==> src/rtl/mux_4_32_arbiter_pkg.sv <==
// Shared definitions for the 4-requester round-robin bus-mux arbiter.
// Contents: FSM state encoding, requester count, default tenure limit and a
// helper that turns an owner index into a one-hot grant vector.
package mux_4_32_arbiter_pkg;

    typedef enum logic [1:0] {
        ST_IDLE  = 2'b00,
        ST_GRANT = 2'b01,
        ST_GAP   = 2'b10
    } state_t;

    localparam int N_REQ          = 4;
    localparam int DEF_MAX_TENURE = 16;

    // One-hot grant vector for a requester index.
    function automatic logic [N_REQ-1:0] onehot4(input logic [1:0] idx);
        onehot4 = 4'b0001 << idx;
    endfunction

endpackage

==> src/rtl/mux_4_32_arbiter_rr_pick_4.sv <==
// rr_pick_4 - purely combinational round-robin picker.
// Ports:
//   req  [3:0] : request vector
//   last [1:0] : index of the previous owner
//   win  [1:0] : first asserted request scanning upward from last+1 (wrapping)
//   any        : at least one request is asserted
module rr_pick_4
    import mux_4_32_arbiter_pkg::*;
(
    input  logic [N_REQ-1:0] req,
    input  logic [1:0]       last,
    output logic [1:0]       win,
    output logic             any
);

    logic [1:0] idx;

    // Scan from the lowest priority (last itself) toward last+1 so that the
    // final overriding hit is the highest-priority asserted request.
    always_comb begin
        win = 2'b00;
        idx = 2'b00;
        any = |req;
        for (int i = 4; i >= 1; i--) begin
            idx = last + 2'(i);
            if (req[idx]) begin
                win = idx;
            end else begin
                win = win;
            end
        end
    end

endmodule

==> src/rtl/mux_4_32_arbiter.sv <==
// mux_4_32_arbiter - round-robin owner selection for a 4-input, 32-bit
// tri-state bus multiplexer, with a one-cycle float gap between owners.
// Ports:
//   clock        : rising-edge clock
//   reset        : synchronous, active-high reset
//   req    [3:0] : per-requester request, held for the whole ownership
//   grant  [3:0] : registered one-hot grant (zero when nobody owns the bus)
//   select [1:0] : registered mux select, equals the owner index
//   enable       : registered mux output enable, high only while granted
//   busy         : high whenever the FSM is not idle
// Configuration macro: TENURE_LIMIT_EN - when defined, an owner is forced off
// the bus after MAX_TENURE grant cycles if another requester is waiting.
module mux_4_32_arbiter
    import mux_4_32_arbiter_pkg::*;
#(
    parameter int MAX_TENURE = DEF_MAX_TENURE,
    parameter int TW         = 5
) (
    input  logic             clock,
    input  logic             reset,
    input  logic [N_REQ-1:0] req,
    output logic [N_REQ-1:0] grant,
    output logic [1:0]       select,
    output logic             enable,
    output logic             busy
);

    // The tenure counter must be able to hold MAX_TENURE.
    if (2 ** TW <= MAX_TENURE) begin : g_tw_check
        $error("TW too narrow for MAX_TENURE");
    end

    state_t     state;
    logic [1:0] last;
    logic [1:0] win;
    logic       any;
    logic       hand_off;

    rr_pick_4 u_pick (
        .req  (req),
        .last (last),
        .win  (win),
        .any  (any)
    );

`ifdef TENURE_LIMIT_EN
    logic [TW-1:0] tenure;
    logic          others_waiting;

    // Forced hand-off only when someone else is actually waiting.
    always_comb begin
        others_waiting = |(req & ~grant);
        if (!req[select]) begin
            hand_off = 1'b1;
        end else if ((tenure == TW'(MAX_TENURE - 1)) && others_waiting) begin
            hand_off = 1'b1;
        end else begin
            hand_off = 1'b0;
        end
    end

    // Tenure counter: cleared on entry to GRANT, saturating at MAX_TENURE.
    always_ff @(posedge clock) begin
        if (reset) begin
            tenure <= '0;
        end else if (state != ST_GRANT) begin
            tenure <= '0;
        end else if (tenure < TW'(MAX_TENURE)) begin
            tenure <= tenure + TW'(1);
        end else begin
            tenure <= tenure;
        end
    end
`else
    // Ownership ends only on voluntary release.
    always_comb begin
        if (!req[select]) begin
            hand_off = 1'b1;
        end else begin
            hand_off = 1'b0;
        end
    end
`endif

    // FSM with registered grant/select/enable and the round-robin pointer.
    always_ff @(posedge clock) begin
        if (reset) begin
            state  <= ST_IDLE;
            grant  <= 4'b0000;
            select <= 2'b00;
            enable <= 1'b0;
            last   <= 2'd3;
        end else begin
            case (state)
                ST_IDLE, ST_GAP: begin
                    if (any) begin
                        state  <= ST_GRANT;
                        grant  <= onehot4(win);
                        select <= win;
                        enable <= 1'b1;
                    end else begin
                        state  <= ST_IDLE;
                        grant  <= 4'b0000;
                        enable <= 1'b0;
                    end
                end
                ST_GRANT: begin
                    if (hand_off) begin
                        // select is held through the gap; last rotates priority.
                        state  <= ST_GAP;
                        grant  <= 4'b0000;
                        enable <= 1'b0;
                        last   <= select;
                    end else begin
                        state  <= ST_GRANT;
                    end
                end
                default: begin
                    state  <= ST_IDLE;
                    grant  <= 4'b0000;
                    select <= 2'b00;
                    enable <= 1'b0;
                end
            endcase
        end
    end

    assign busy = (state != ST_IDLE);

endmodule
==> config.mk <==
export PLATFORM = sky130hd
export DESIGN_NAME = mux_4_32_arbiter
export DESIGN_NICKNAME = d
export VERILOG_FILES = /design/src/rtl/mux_4_32_arbiter_pkg.sv /design/src/rtl/mux_4_32_arbiter_rr_pick_4.sv /design/src/rtl/mux_4_32_arbiter.sv
export SDC_FILE = /design/constraint.sdc
export NUM_CORES = 1
export LEC_CHECK = 0
export CORE_AREA = 2 2 39 41
export DETAILED_ROUTE_END_ITERATION = 8
export DIE_AREA = 0 0 41 43
export PLACE_DENSITY = 0.62
export SLEW_MARGIN = 20
export SYNTH_ARGS = -nofsm -noshare
export SYNTH_HDL_FRONTEND = slang
export SYNTH_SLANG_ARGS = --single-unit
==> constraint.sdc <==
create_clock -name clock -period 3.8 [get_ports clock]
set_input_delay 0.76 -clock clock [delete_from_list [all_inputs] [get_ports clock]]
set_output_delay 0.76 -clock clock [all_outputs]
set_load 0.03 [all_outputs]
==> impl_metrics.toml <==
[status]
status = "finished, final reports clean"

[synthesis]
synth_top_family_by_area = "simple AND/OR/NAND/NOR gates"
ys.flop_type = "dfxtp_1"
syn_area_um2 = 513
synth-async-reset-ratio = 0
synth-edff-count = 0
synth_xor_area_frac = 0
syn_inst = 58
muxShareOfSynthArea = 0.0439
synth.distinct_cells = 24
syn_area_per_cell_um2 = 8.84
synth_seq_cells = 11
synth_fp_nets = 64
ys_seq_area_frac = 0.429
synth-simple-area-share = 0.320
synth-warning-count = 0
synth_fa_ha_area_frac = 0
synth_compound_area_frac = 0.190

[grt]
grt_pass1_vias = 427
grt_max_degree = 13
antenna_found_initial = 0
grt_pass1_wl_um = 1790
overflow = 0
track_usage = 0.151

[cts]
cts.htree.levels = 1
cts_tree = "built"
clock_path_buffers = 2
cts_resized = 0
cts_setup_buffers = 0
clock-sinks = 11
cts.clk_slew.worst_paths_ps = 70
hold_buffers = 0
root_buffer = "clkbuf_4"
worstSkewPairLatency_ps = 270
cts_buffers = 3

[detailed_routing]
via_count = 493
wl_um = 1060
drcViolationCount = 0
viasPerCell = 5.48
postRouteAntennaNets = 0
routedWlPerCell_um = 11.7
drtIter0Drc = 8
drtPass1Iterations = 6

[floorplanning]
rows = 14
die_area_um2 = 1760
fp.coreArea_um2 = 1380
start_util = 0.371
die_h_um = 43
io_pins = 14
die_w_um = 41

[power_and_ir_drop]
swShare = 0.312
p_leak_nw = 0.244
p_clk_frac = 0.272
seq_power_share = 0.457
peakVddDrop_mv = 0.232
p_sw_mw = 0.0924
power_frac_comb = 0.270
p_per_area_nw_per_um2 = 432
intPower_mw = 0.203

[finish]
nets = 81
fin_cells = 90
stdcell_area_um2 = 684
n_antenna_cell = 0
drive_above_1_share = 0.122
synthToLayoutAreaGrowth_pct = 33.4
nFillCells = 130
multi_input_area_um2 = 284
regArea_um2 = 220

[timing]
min_period_ps = 2280
setup_viol = 0
tightest_slew_ps = 581
max_freq_ghz = 0.439
slew_headroom = 0.610
skew_ps = 1.14
finalCritPeriodShare = 0.599
rsz0062_at_grt = "no"
slew_violations = 0
fin_setup_tns_ps = 0
timing.final.ws_setup_ps = 1520
hold_viol = 0

[place]
pre_cts_slack_ps = 1440
gp_congestion = 0.760
place_hpwl_um = 834
portBuffers = 13
place_area_um2 = 658
dp_cells = 86

[critical_path]
end_kind = "output pin"
cp_max_fo = 7
start_kind = "register"
arrival_ps = 1520
worstSetupPathType = "register to output pin"
critPathRequiredTime_ps = 3040

[worst_hold_path]
hold_class = "register to register"

[run]
drv_cap = 0
[per-layer routing]
| layer | global-route usage | share of wire |
|---|---|---|
| met1 | 0.205 | 0.45 |
| met2 | 0.209 | 0.45 |
| met4 | 0.0933 | 0.027 |
| met3 | 0.0314 | 0.074 |
| met5 | 0 | 0 |
[synthesized netlist by cell type, types with 2 or more instances]
cell type,instances,area (um^2)
nor3_1,4,20.0
a21oi_1,5,25.0
nand2_1,6,22.5
dfxtp_1,11,220
a32o_1,2,20.0
nor2_1,5,18.8
nand2b_1,7,43.8
o21ai_0,2,10.0
[per-stage QoR]
stage / power (mW) / util / hold WS [ps]
5_1_grt: 0.311 / 0.495 / 475
2_1_floorplan: 0.187 / - / 481
3_5_place_dp: 0.218 / 0.476 / 444
3_3_place_gp: 0.218 / 0.476 / 441
4_1_cts: 0.298 / 0.495 / 455
6_report: 0.296 / 0.495 / 449
[cell type report]
class,count,area share
inverters,1,0.00548
well taps,16,0.0293
repair buffers,13,0.190
clock buffers,4,0.0384
multi-input cells,45,0.415
flip-flops and latches,11,0.322
[worst max-delay path: stages (launching register included)]
cell             delay, ps
dfxtp_1                370
or2_2                  290
clkdlybuf4s50_1        590
[cell usage in the layout, fill, tap and decap left out, drive strengths merged, types with 2 or more instances in the layout]
cell type	n
clkbuf	4
a32o	2
dfxtp	11
nand2	6
a21oi	5
nor3	4
clkdlybuf4s50	13
nor2	6
nand2b	7
o21ai	3
[power groups by stage]
stage / sequential (mW) / combinational, mW / clock, mW
floorplan: 0.149 / 0.0376 / 0
global placement: 0.138 / 0.0797 / 0
detailed placement: 0.138 / 0.0798 / 0
CTS: 0.136 / 0.0799 / 0.0823
global route: 0.137 / 0.0856 / 0.0881
finish: 0.135 / 0.0799 / 0.0805
[state kept, by name, indices dropped and copies added, names as in the netlist]
signal and count:
last 2, grant 4, select 2, enable 1
state 2
[worst paths after layout]
path / from / to / slack [ps] / cells past startpoint
worst max register to register: select[0]$_SDFFE_PP0P_ / grant[0]$_SDFFE_PP0N_ / 2270 / 3
worst min-delay path: enable$_SDFFE_PP0N_ / enable$_SDFFE_PP0N_ / 450 / 2
worst max-delay path: state[0]$_SDFF_PP0_ / busy / 1520 / 2
worst min register to register: enable$_SDFFE_PP0N_ / enable$_SDFFE_PP0N_ / 450 / 2
[cell families after synthesis]
family	Yosys count
muxes	1
buffers and inverters	2
and+or+nand+nor	29
AOI/OAI and AO/OA	15
DFF	11
Power figures use the tool's default switching activity.
